`src/rtl/pc_pkg.sv`:
```
// Shared encodings and constants for the program-counter unit.
package pc_pkg;
  localparam logic [1:0] PCSEL_SEQ   = 2'b00;
  localparam logic [1:0] PCSEL_CONST = 2'b01;
  localparam logic [1:0] PCSEL_JR    = 2'b10;
  localparam logic [1:0] PCSEL_RET   = 2'b11;
  localparam int         PC_INC      = 4;
endpackage

```
`src/rtl/pc_ras.sv`:
```
// Circular return-address stack; on overflow the oldest entry is overwritten.
module pc_ras #(
  parameter int PC_W      = 5,
  parameter int RAS_DEPTH = 4
) (
  input  logic            clk,
  input  logic            rst,
  input  logic            push,
  input  logic            pop,
  input  logic [PC_W-1:0] push_data,
  output logic [PC_W-1:0] top,
  output logic            empty,
  output logic            full
);
  localparam int PTR_W = $clog2(RAS_DEPTH);
  localparam int CNT_W = $clog2(RAS_DEPTH + 1);

  logic [PC_W-1:0]  mem [RAS_DEPTH];
  logic [PTR_W-1:0] ptr;
  logic [CNT_W-1:0] cnt;
  logic             do_pop;

  assign empty  = (cnt == '0);
  assign full   = (cnt == CNT_W'(RAS_DEPTH));
  assign top    = mem[ptr];
  assign do_pop = pop & ~empty;

  always_ff @(posedge clk) begin
    if (rst) begin
      ptr <= '0;
      cnt <= '0;
    end else if (push && !do_pop) begin
      ptr <= ptr + PTR_W'(1);
      if (!full) cnt <= cnt + CNT_W'(1);
    end else if (do_pop && !push) begin
      ptr <= ptr - PTR_W'(1);
      cnt <= cnt - CNT_W'(1);
    end
  end

  // Push+pop together replaces the top in place; entries need no reset.
  always_ff @(posedge clk) begin
    if (!rst && push) begin
      if (do_pop) mem[ptr] <= push_data;
      else        mem[ptr + PTR_W'(1)] <= push_data;
    end
  end
endmodule

```
`src/rtl/pc_unit.sv`:
```
// PC register with four-way next-PC select, return-address stack and stall.
module pc_unit
  import pc_pkg::*;
#(
  parameter int              PC_W      = 5,
  parameter logic [PC_W-1:0] RESET_PC  = '0,
  parameter int              RAS_DEPTH = 4
) (
  input  logic            clk,
  input  logic            rst,
  input  logic            stall,
  input  logic [1:0]      pcsel,
  input  logic [PC_W-1:0] pc_const,
  input  logic [31:0]     rd1,
  input  logic            call,
  output logic [PC_W-1:0] pc,
  output logic [PC_W-1:0] pc_plus_4,
  output logic            ras_empty,
  output logic            ras_full,
  output logic            ras_err
);
  logic [PC_W-1:0] next_pc;
  logic [PC_W-1:0] ras_top;
  logic            is_ret;
  logic            rd1_unused;

  assign rd1_unused = ^rd1[31:PC_W];
  assign pc_plus_4  = pc + PC_W'(PC_INC);
  assign is_ret     = (pcsel == PCSEL_RET);

  always_comb begin
    next_pc = pc_plus_4;
    unique case (pcsel)
      PCSEL_SEQ:   next_pc = pc_plus_4;
      PCSEL_CONST: next_pc = pc_const;
      PCSEL_JR:    next_pc = rd1[PC_W-1:0];
      PCSEL_RET:   next_pc = ras_empty ? pc_plus_4 : ras_top;
      default:     next_pc = pc_plus_4;
    endcase
  end

  always_ff @(posedge clk) begin
    if (rst) begin
      pc      <= RESET_PC;
      ras_err <= 1'b0;
    end else begin
      if (!stall) pc <= next_pc;
      ras_err <= ~stall & is_ret & ras_empty;
    end
  end

  pc_ras #(.PC_W(PC_W), .RAS_DEPTH(RAS_DEPTH)) u_ras (
    .clk       (clk),
    .rst       (rst),
    .push      (call & ~stall),
    .pop       (is_ret & ~stall),
    .push_data (pc_plus_4),
    .top       (ras_top),
    .empty     (ras_empty),
    .full      (ras_full)
  );
endmodule

```
`config.mk`:
```
export PLATFORM = sky130hd
export DESIGN_NAME = pc_unit
export DESIGN_NICKNAME = d
export VERILOG_FILES = /design/src/rtl/pc_pkg.sv /design/src/rtl/pc_ras.sv /design/src/rtl/pc_unit.sv
export SDC_FILE = /design/constraint.sdc
export NUM_CORES = 1
export LEC_CHECK = 0
export CORE_MARGIN = 10
export CORE_UTILIZATION = 44
export CTS_BUF_LIST = sky130_fd_sc_hd__clkbuf_16
export CTS_CLUSTER_SIZE = 12
export DETAILED_ROUTE_END_ITERATION = 7
export GPL_TIMING_DRIVEN = 0
export PLACE_DENSITY_LB_ADDON = 0.05
export SLEW_MARGIN = 25
export SYNTH_ARGS = -nofsm -noshare
export SYNTH_HDL_FRONTEND = slang
export SYNTH_SLANG_ARGS = --single-unit
export TNS_END_PERCENT = 50
```
`constraint.sdc`:
```
create_clock -name clk -period 2.87 [get_ports clk]
set_clock_uncertainty 0.1 [all_clocks]
set_input_delay 0.574 -clock clk [delete_from_list [all_inputs] [get_ports clk]]
set_output_delay 0.574 -clock clk [all_outputs]
set_load 0.02 [all_outputs]
```
==> results of run 1 <==
## cell usage after synthesis (4+ instances only)
library cell,instances
sky130_fd_sc_hd__nor2_1,11
sky130_fd_sc_hd__a21oi_1,7
sky130_fd_sc_hd__o21ai_0,4
sky130_fd_sc_hd__mux4_1,4
sky130_fd_sc_hd__nor2b_1,5
sky130_fd_sc_hd__clkbuf_1,4
sky130_fd_sc_hd__nand2_1,4
sky130_fd_sc_hd__inv_1,8
sky130_fd_sc_hd__edfxtp_1,20
sky130_fd_sc_hd__dfxtp_1,13
## flip-flops by register name (all words and copies together) (netlist names), named ones only
| register | flops |
|---|---|
| u_ras.ptr | 2 |
| pc | 5 |
| u_ras.cnt | 3 |
| u_ras.mem | 20 |
| ras_err | 1 |
## layout make-up
cell class | instances | share of cell area, %
multi-input combinational | 81 | 31.0
sequential | 33 | 42.0
clock buffer | 5 | 6.11
clock inverter | 3 | 0.855
timing repair buffer | 27 | 13.2
inverter | 8 | 1.47
tap | 46 | 2.81
buffer | 9 | 2.50
## metrics by stage
| stage | worst slack [ns] | power, mW | instance area [um^2] | hold WS [ns] |
|---|---|---|---|---|
| CTS | 0.124 | 1.29 | 2050 | 0.441 |
| global route | 0.0511 | 1.34 | 2050 | 0.466 |
| global placement | -0.0679 | 0.774 | 1900 | 0.423 |
| detailed placement | -0.154 | 0.780 | 1900 | 0.423 |
| floorplan | 0.485 | 0.691 | 1580 | 0.408 |
| finish | 0.194 | 1.28 | 2050 | 0.439 |
## power groups by stage
stage                     logic [mW]  registers (mW)  clock network, mW
after floorplan                0.124           0.567                  0
after global placement         0.210           0.564                  0
after detailed placement       0.215           0.565                  0
after CTS                      0.216           0.556              0.522
after global routing           0.234           0.560              0.543
final                          0.214           0.555              0.516
## final timing paths
kind,start,to,cells after the start
worst max-delay path,pcsel[0],u_ras.cnt[2],10
worst min-delay path,pc[3],pc[3],2
worst max register to register,u_ras.cnt[2],u_ras.cnt[2],9
worst min register to register,pc[3],pc[3],2
## what timing repair did
action,CTS,global route
setup buffers,0,0
endpoints found under the setup margin,0,1
resized for setup,0,1
hold buffers,0,0
## metal layers
| layer | GRT usage [%] | vias up | share of wire, % |
|---|---|---|---|
| met5 | 0 | - | 0 |
| met4 | 4.23 | 0 | 1.2 |
| met3 | 4.50 | 4 | 4.5 |
| met2 | 19.9 | 19 | 51 |
| met1 | 14.0 | 579 | 44 |
| li1 | - | 558 | - |
## worst reg2reg max path, cell delays in order, from the launching register on
cell,delay [ns]
sky130_fd_sc_hd__dfxtp_1,0.37
sky130_fd_sc_hd__o311a_2,0.50
sky130_fd_sc_hd__nand2b_1,0.13
sky130_fd_sc_hd__ha_1,0.14
sky130_fd_sc_hd__clkbuf_1,0.28
sky130_fd_sc_hd__inv_1,0.11
sky130_fd_sc_hd__fa_1,0.42
sky130_fd_sc_hd__o21ai_0,0.09
sky130_fd_sc_hd__o21ai_0,0.09
sky130_fd_sc_hd__a221oi_1,0.28
## cells by family after synthesis
logic type,count (synthesis)
adders and majority gates,4
buffers and inverters,17
AOI/OAI and AO/OA,28
muxes,6
xor gates and xnor gates,5
and+or+nand+nor,38
DFF,33
==> impl.org, run 1 <==
** Synthesis
- The mapped netlist covers 1580 um^2.
- Top cells by area in the synthesized netlist :: sky130_fd_sc_hd__edfxtp_1 (38%), sky130_fd_sc_hd__dfxtp_1 (17%), sky130_fd_sc_hd__mux4_1 (6.7%), sky130_fd_sc_hd__nor2_1 (2.6%), sky130_fd_sc_hd__ha_1 (2.4%)
- Post-synthesis simple-gate area fraction :: 12.7%
- For this run, the leading register cell type out of synthesis is sky130_fd_sc_hd__edfxtp_1.
- Yosys top cell area share :: 38.1%
- Counting flops and latches in the post-synthesis netlist gives 33.
- After Yosys synthesis, full adders, half adders and majority gates account for 3.65% of the synthesized area.
- Unique masters post-synth :: 39
- The biggest area contributor in the post-synthesis netlist is sky130_fd_sc_hd__edfxtp_1.
- Synthesis produced a netlist whose cell count is 131.
- Number of synthesized flops with an enable pin :: 20
- Number of warnings printed during yosys synthesis :: 0
- Summing the sequential cell areas from Yosys gives 54.6% of the chip area.
- Combinational family with the most area after synthesis :: simple AND/OR/NAND/NOR gates
- Share of the synthesized area in compound gates (AO/OA/AOI/OAI) :: 12.4%
- Fraction of synthesized area in multiplexers :: 8.73%
- Async SR Flop Fraction :: 0%
- Summing the areas of all xor and xnor instances in the mapped netlist gives 2.78% of the synthesized area.
- The average instance in the mapped netlist occupies 12.0 um^2.
- When the netlist entered floorplanning its net count stood at 178.

** Power and ir drop
- Summed over all nets, the switching power comes to 330 uW.
- The internal portion of the total power is 955 uW.
- Worst IR drop on VDD :: 0.364 mV
- Part of the total power dissipated in sequential elements :: 43.2%
- Net switching is 25.7% of the power.
- Clock Power Share :: 40.1%
- Power density normalized to cell area :: 627 nW/um^2
- Combinational fraction of design power :: 16.6%
- For this design the static power due to leakage is 0.728 nW.

** Run status
- The flow ran to the end, and the final reports show no timing, DRC or antenna violations.

** Clock tree
- TritonCTS built the clock tree.
- The tree is rooted in a sky130_fd_sc_hd__clkbuf_16.
- In this run, CTS created clock tree buffers numbering 5.
- H-tree Lvls :: 2
- Clock-pin slew was measured on the worst setup and hold paths at 0.06 ns.
- The clock passes through at most 2 buffers.
- The clock net in this run drives a total of 33 sinks.
- At the later pin of the worst-skew pair, clock insertion delay measures 0.28 ns.

** Floorplan
- IO Pins :: 56
- In this run the core area contains 21 standard-cell rows.
- Vertical extent of the die :: 79.9 um
- The total area inside the core boundary comes to 3390 um^2.
- Once the floorplan was initialized, standard cells occupied 46.5% of the core.
- X dimension of the die :: 79.9 um
- Die Outline Area :: 6380 um^2

** Critical path
- Library cell contributing the largest single delay on the critical path :: sky130_fd_sc_hd__clkdlybuf4s50_1
- Number of buffers and inverters on the critical path :: 3
- Data on the critical path is required at its endpoint by 2.96 ns.
- Along the worst path, the maximum fanout reaches 7.
- Worst R2R Setup Slack :: 0.27 ns
- Top cell family by delay on the critical path :: buffers and inverters
- Worst-path cell chain :: clkdlybuf4s50_1, o311a_2, nand2b_1, ha_1, clkbuf_1, inv_1, fa_1, o21ai_0, o21ai_0, a221oi_1
- Most common cell on crit path :: sky130_fd_sc_hd__o21ai_0
- The worst setup path is launched from a primary input.
- STA puts the critical path data arrival time at 2.76 ns.
- Endpoint kind of the worst setup timing path :: register
- Worst Path Class, Setup :: primary input to register
- Delay of the slowest cell on the worst path :: 0.45 ns

** Final layout
- Fillers :: 278
- Of the cells placed in the final design, the portion with a size suffix greater than 1 is 9.64%.
- The net count of the finished layout is 212.
- Antenna Diode Count :: 0
- For this run, the share of the core covered by cells in the final layout is 60.4%.
- Reg area :: 861 um^2
- In the layout the commonest cells are sky130_fd_sc_hd__clkdlybuf4s50_1 (27), sky130_fd_sc_hd__edfxtp_1 (20), sky130_fd_sc_hd__dfxtp_1 (13).
- Final cell count without fillers :: 212
- In the final layout, the multi-input gates occupy 636 um^2.
- From synthesis to final layout, the design area changed by 29.9%.
- The library cell used most frequently in the layout, excluding fill and tap cells, is sky130_fd_sc_hd__clkdlybuf4s50_1.

** GRT
- The first global-routing pass estimated 5.95 mm of wire.
- Global-route usage over all layers :: 12.1%
- Entering global routing, the biggest net connects 12 pins.
- Initial antenna violation count :: 0
- Aggregate global routing overflow :: 0
- The via count of the first global-routing pass is 1164.

** Routing
- Using the TritonRoute via totals, the vias-per-cell ratio works out to 5.47.
- The pre-antenna-repair detailed-routing pass consisted of 4 iterations.
- Detailed routing inserted a total of 1160 vias.
- For this run, design rule violations remaining after detail routing come to 0.
- Summed over all layers, the routed wires come to 3.62 mm.
- In this run the remaining antenna-violating nets after routing total 0.
- Routed wire per std cell :: 17.1 um
- First-iteration detailed-routing DRC count :: 59

** Place
- HPWL after detailed placement :: 2.67 mm
- Port-buffer cells :: 27
- Routability-driven placement finished with a final weighted congestion of 0.737.
- Counting tap cells, the placed design contains a total of 204 instances.

** STA
- Headroom to the max-slew limit came out at 57.6%.
- The number of failing hold endpoints at the final stage came to 0.
- In the final timing run, aggregate negative setup slack is 0 ns.
- Fraction of the cycle the final worst path needs :: 93.2%
- RSZ-0062 raised after global routing :: false
- Final setup violation count :: 0
- Max Freq :: 0.374 GHz
- Transition time of the tightest slew-check pin :: 0.636 ns
- Subtracting the final worst setup slack from the clock period gives 2.68 ns.
- The max-slew violation count is 0.

** Worst hold path
- Worst Hold Class :: register to register

** Flow run
- Max capacitance violation total :: 0
Note: power is estimated with default switching activity, not from simulation.
==> run 2, diff against run 1 <==
--- a/config.mk
+++ b/config.mk
@@ -5,6 +5,7 @@
 export SDC_FILE = /design/constraint.sdc
 export NUM_CORES = 1
 export LEC_CHECK = 0
+export CAP_MARGIN = 20
 export CORE_MARGIN = 10
 export CORE_UTILIZATION = 44
 export CTS_BUF_LIST = sky130_fd_sc_hd__clkbuf_16
==> results of run 2 <==
Same layout as run 1: the final DEF is identical, and so are final timing and power.
==> run 3, diff against run 2 <==
--- a/config.mk
+++ b/config.mk
@@ -7,14 +7,16 @@
 export LEC_CHECK = 0
 export CAP_MARGIN = 20
 export CORE_MARGIN = 10
-export CORE_UTILIZATION = 44
+export CORE_UTILIZATION = 45
 export CTS_BUF_LIST = sky130_fd_sc_hd__clkbuf_16
 export CTS_CLUSTER_SIZE = 12
 export DETAILED_ROUTE_END_ITERATION = 7
 export GPL_TIMING_DRIVEN = 0
+export MAX_ROUTING_LAYER = met4
 export PLACE_DENSITY_LB_ADDON = 0.05
 export SLEW_MARGIN = 25
 export SYNTH_ARGS = -nofsm -noshare
 export SYNTH_HDL_FRONTEND = slang
+export SYNTH_HIERARCHICAL = 1
 export SYNTH_SLANG_ARGS = --single-unit
 export TNS_END_PERCENT = 50
==> impl.org, run 3 <==
** Run status
- Run status: finished, final reports clean (unchanged).

** Worst hold path
- The worst hold path class is register to register (unchanged).

** Power and ir drop
- Combinational fraction of design power :: 17.5% (was 16.6%)
- Worst IR drop on VDD :: 0.307 mV (was 0.364 mV)
- P_leak :: 0.820 nW (was 0.728 nW)
- Power density normalized to cell area :: 683 nW/um^2 (was 627 nW/um^2)
- The internal power contribution is 1.16 mW (was 955 uW).
- Switching Share :: 22.7% (was 25.7%)
- Net Sw Power :: 342 uW (was 330 uW)
- The overall power after layout is 1.51 mW (was 1.28 mW).
- The relative contribution of sequential cells to total power was 37.4% (was 43.2%).
- The clock share of power is 45.1% (was 40.1%).

** Critical path
- The required time of the critical path came to 2.20 ns (was 2.96 ns).
- The launching element type of the critical path is a register (was primary input).
- Number of buffers and inverters on the critical path :: 1 (was 3)
- The peak fanout along the critical path was 10 (was 7).
- The data arrival time at the worst-slack endpoint is 1.94 ns (was 2.76 ns).
- Worst Path Class, Setup :: register to output pin (was primary input to register)
- Worst-path cell chain: nor3_2, clkdlybuf4s50_1 (was clkdlybuf4s50_1, o311a_2, nand2b_1, ha_1, clkbuf_1, inv_1, fa_1, o21ai_0, o21ai_0, a221oi_1).
- Endpoint kind of the worst setup timing path :: output pin (was register)
- Top cell family by delay on the critical path :: buffers and inverters (unchanged)
- The slowest library cell on the worst path is sky130_fd_sc_hd__clkdlybuf4s50_1 (unchanged).
- The maximum single-stage delay on the critical path is 0.72 ns (was 0.45 ns).

** Clock tree
- Root Buffer :: sky130_fd_sc_hd__clkbuf_16 (unchanged)
- The clock transition time at the flip-flop clock pins of the worst setup and hold paths was 0.05 ns (was 0.06 ns).
- The post-CTS setup buffer count is 0 (unchanged).
- The clock insertion delay at the later pin of the skew report was 0.27 ns (was 0.28 ns).
- CTS Sinks :: 33 (unchanged)
- The number of buffers between clock root and the deepest sink came to 2 (unchanged).
- Clock tree from TritonCTS :: yes (unchanged)
- The post-cts hold buffer count is 0 (unchanged).
- The count of H-tree levels built during CTS is 2 (unchanged).
- CTS Buf Count :: 5 (unchanged)
- The post-cts gate resize count is 4 (was 0).

** STA
- Minimum period implied by the final worst setup slack :: 2.62 ns (was 2.68 ns)
- Fraction of the cycle the final worst path needs :: 91.2% (was 93.2%)
- Pins over their slew limit :: 0 (unchanged)
- Transition time of the tightest slew-check pin :: 0.642 ns (was 0.636 ns)
- The smallest setup slack after layout came to 0.252 ns (was 0.194 ns).
- Endpoints failing hold :: 0 (unchanged)
- The fmax was 0.382 GHz (was 0.374 GHz).
- Final setup violation count :: 0 (unchanged)
- RSZ-0062 raised after global routing: false (unchanged).
- The worst slew margin relative to its limit came to 57.2% (was 57.6%).
- Setup Total Neg Slack :: 0 ns (unchanged)

** Routing
- The final antenna-violating net count was 0 (unchanged).
- The total wirelength of the detailed-routed design was 3.69 mm (was 3.62 mm).
- Total number of vias :: 1183 (was 1160)
- Number of DRC violations after detailed routing :: 0 (unchanged)
- First-iteration detailed-routing DRC count :: 63 (was 59)
- DR pass1 iterations :: 4 (unchanged)
- Via density per instance :: 5.33 (was 5.47)
- Routed wire per std cell :: 16.6 um (was 17.1 um)

** Final layout
- Post-route design area :: 2210 um^2 (was 2050 um^2)
- The register name with the most flops was u_ras/mem (was u_ras.mem).
- The final core utilization came to 60.7% (was 60.4%).
- Layout cells sized above 1 :: 20.1% (was 9.64%)
- Max FFs per register :: 20 (unchanged)
- Largest registers in the final layout :: u_ras/mem (20), pc (5), u_ras/cnt (3) (was u_ras.mem (20), pc (5), u_ras.cnt (3))
- Fillers :: 321 (was 278)
- The number of nets in the final layout came to 221 (was 212).
- Antenna Diode Count :: 0 (unchanged)
- Most frequent cells in the layout :: sky130_fd_sc_hd__clkdlybuf4s50_1 (25), sky130_fd_sc_hd__edfxtp_1 (20), sky130_fd_sc_hd__dfxtp_1 (13) (was sky130_fd_sc_hd__clkdlybuf4s50_1 (27), sky130_fd_sc_hd__edfxtp_1 (20), sky130_fd_sc_hd__dfxtp_1 (13))
- The most common cell after layout, fill and taps aside was sky130_fd_sc_hd__clkdlybuf4s50_1 (unchanged).
- Area Growth Syn to Fin :: 30.7% (was 29.9%)

** Synthesis
- The cell accounting for the most synthesized area was sky130_fd_sc_hd__edfxtp_1 (unchanged).
- Top cells by area in the synthesized netlist :: sky130_fd_sc_hd__edfxtp_1 (36%), sky130_fd_sc_hd__dfxtp_1 (15%), sky130_fd_sc_hd__mux4_2 (8.0%), sky130_fd_sc_hd__ha_1 (3.7%), sky130_fd_sc_hd__nor2b_1 (3.0%) (was sky130_fd_sc_hd__edfxtp_1 (38%), sky130_fd_sc_hd__dfxtp_1 (17%), sky130_fd_sc_hd__mux4_1 (6.7%), sky130_fd_sc_hd__nor2_1 (2.6%), sky130_fd_sc_hd__ha_1 (2.4%))
- Most common cell in the synthesized netlist :: sky130_fd_sc_hd__edfxtp_1 (unchanged)
- Most used flip-flop cell after synthesis :: sky130_fd_sc_hd__edfxtp_1 (unchanged)
- The number of flops mapped to enable cells by yosys came to 20 (unchanged).
- Number of warnings printed during yosys synthesis :: 6 (was 0)
- The number of nets in the synthesized netlist is 188 (was 178).
- Seq/Total Area, Yosys :: 51.0% (was 54.6%)
- Async SR Flop Fraction :: 0% (unchanged)
- Yosys top cell area share :: 35.6% (was 38.1%)
- Top post-synthesis cells by count :: sky130_fd_sc_hd__edfxtp_1 (20), sky130_fd_sc_hd__dfxtp_1 (13), sky130_fd_sc_hd__nor2_1 (11), sky130_fd_sc_hd__a21oi_1 (8), sky130_fd_sc_hd__nor2b_1 (8) (was sky130_fd_sc_hd__edfxtp_1 (20), sky130_fd_sc_hd__dfxtp_1 (13), sky130_fd_sc_hd__nor2_1 (11), sky130_fd_sc_hd__inv_1 (8), sky130_fd_sc_hd__a21oi_1 (7))
- Post-Syn Area per Cell :: 12.1 um^2 (was 12.0 um^2)
- Unique masters post-synth :: 46 (was 39)
- The post-synthesis cell count came to 140 (was 131).
- The post-synthesis sequential element count was 33 (unchanged).
- The post-synthesis instance area came to 1690 um^2 (was 1580 um^2).

** Floorplan
- The placeable core region came to 3630 um^2 (was 3390 um^2).
- Row cnt :: 22 (was 21)
- X dimension of the die :: 81.3 um (was 79.9 um)
- Effective utilization at floorplan :: 46.5% (about the same)
- Die Outline Area :: 6600 um^2 (was 6380 um^2)
- The die height came to 81.3 um (was 79.9 um).
- IO Pins :: 56 (unchanged)

** Place
- The number of I/O port buffers came to 27 (unchanged).
- Last weighted congestion value of the routability-driven placer :: 0.756 (was 0.737)
- Post-Place Worst Slack :: -0.465 ns (was -0.154 ns)
- HPWL after detailed placement :: 2.69 mm (was 2.67 mm)
- The placed standard-cell area was 2020 um^2 (was 1900 um^2).

** GRT
- Aggregate global routing overflow :: 0 (unchanged)
- The total routing usage reported by global routing came to 12.4% (was 12.1%).
- Initial antenna violation count :: 0 (unchanged)
- The via count of the first global-routing pass was 1233 (was 1164).
- The maximum number of pins on one net before global-route repair is 16 (was 12).
- The wire length of the first global-routing pass came to 6.12 mm (was 5.95 mm).

** Flow run
- The max-cap violation count came to 0 (unchanged).
run 3: cell families after synthesis:
| logic type | synth area share (%) |
|---|---|
| and+or+nand+nor | 15.0 |
| DFF | 51.0 |
| AOI/OAI and AO/OA | 13.4 |
| buffers and inverters | 4.81 |
| muxes | 10.1 |
| adders and majority gates | 3.70 |
| xor gates and xnor gates | 2.07 |
run 3: path summary, 6_finish.rpt:
path	start	endpoint	slack [ns]	cells past startpoint
max	u_ras/cnt[0]	ras_empty	0.25	2
min	u_ras/ptr[1]	u_ras/ptr[1]	0.46	2
max reg2reg	u_ras/cnt[0]	u_ras/cnt[2]	0.48	9
min reg2reg	u_ras/ptr[1]	u_ras/ptr[1]	0.46	2
run 3: area by class of cell:
cell class / instances / area (um^2) / area share, %
Inverter: 7 / 26.3 / 1.19
Clock inverter: 3 / 65.1 / 2.95
Timing Repair Buffer: 27 / 264 / 12.0
Buffer: 7 / 53.8 / 2.44
Clock buffer: 5 / 125 / 5.67
Multi-Input combinational cell: 92 / 752 / 34.1
Tap cell: 48 / 60.1 / 2.72
Sequential cell: 33 / 861 / 39.0
run 3: stage by stage:
stage	hold slack [ns]	cells
after floorplan	0.374	140
after global placement	0.408	215
after detailed placement	0.446	215
after CTS	0.453	222
after global routing	0.490	222
final	0.456	222
run 3: tightest hold or removal path, stage by stage, from the launching register on:
cell                      delay [ns]
sky130_fd_sc_hd__dfxtp_1        0.32
sky130_fd_sc_hd__o21ai_0        0.09
sky130_fd_sc_hd__a21oi_1        0.08
run 3: power by group through the flow:
stage | clock network, mW | registers (mW) | logic (mW)
floorplan | 0 | 0.575 | 0.159
global placement | 0 | 0.572 | 0.262
detailed placement | 0 | 0.573 | 0.265
CTS | 0.688 | 0.564 | 0.266
global route | 0.716 | 0.568 | 0.287
finish | 0.679 | 0.564 | 0.264
run 3: routing by layer:
metal	vias to the layer above	GRT usage [%]	routed length [um]
met3	0	3.20	192
li1	580	-	-
met4	0	4.15	0
met2	33	19.6	1880
met5	-	-	0
met1	570	14.9	1620
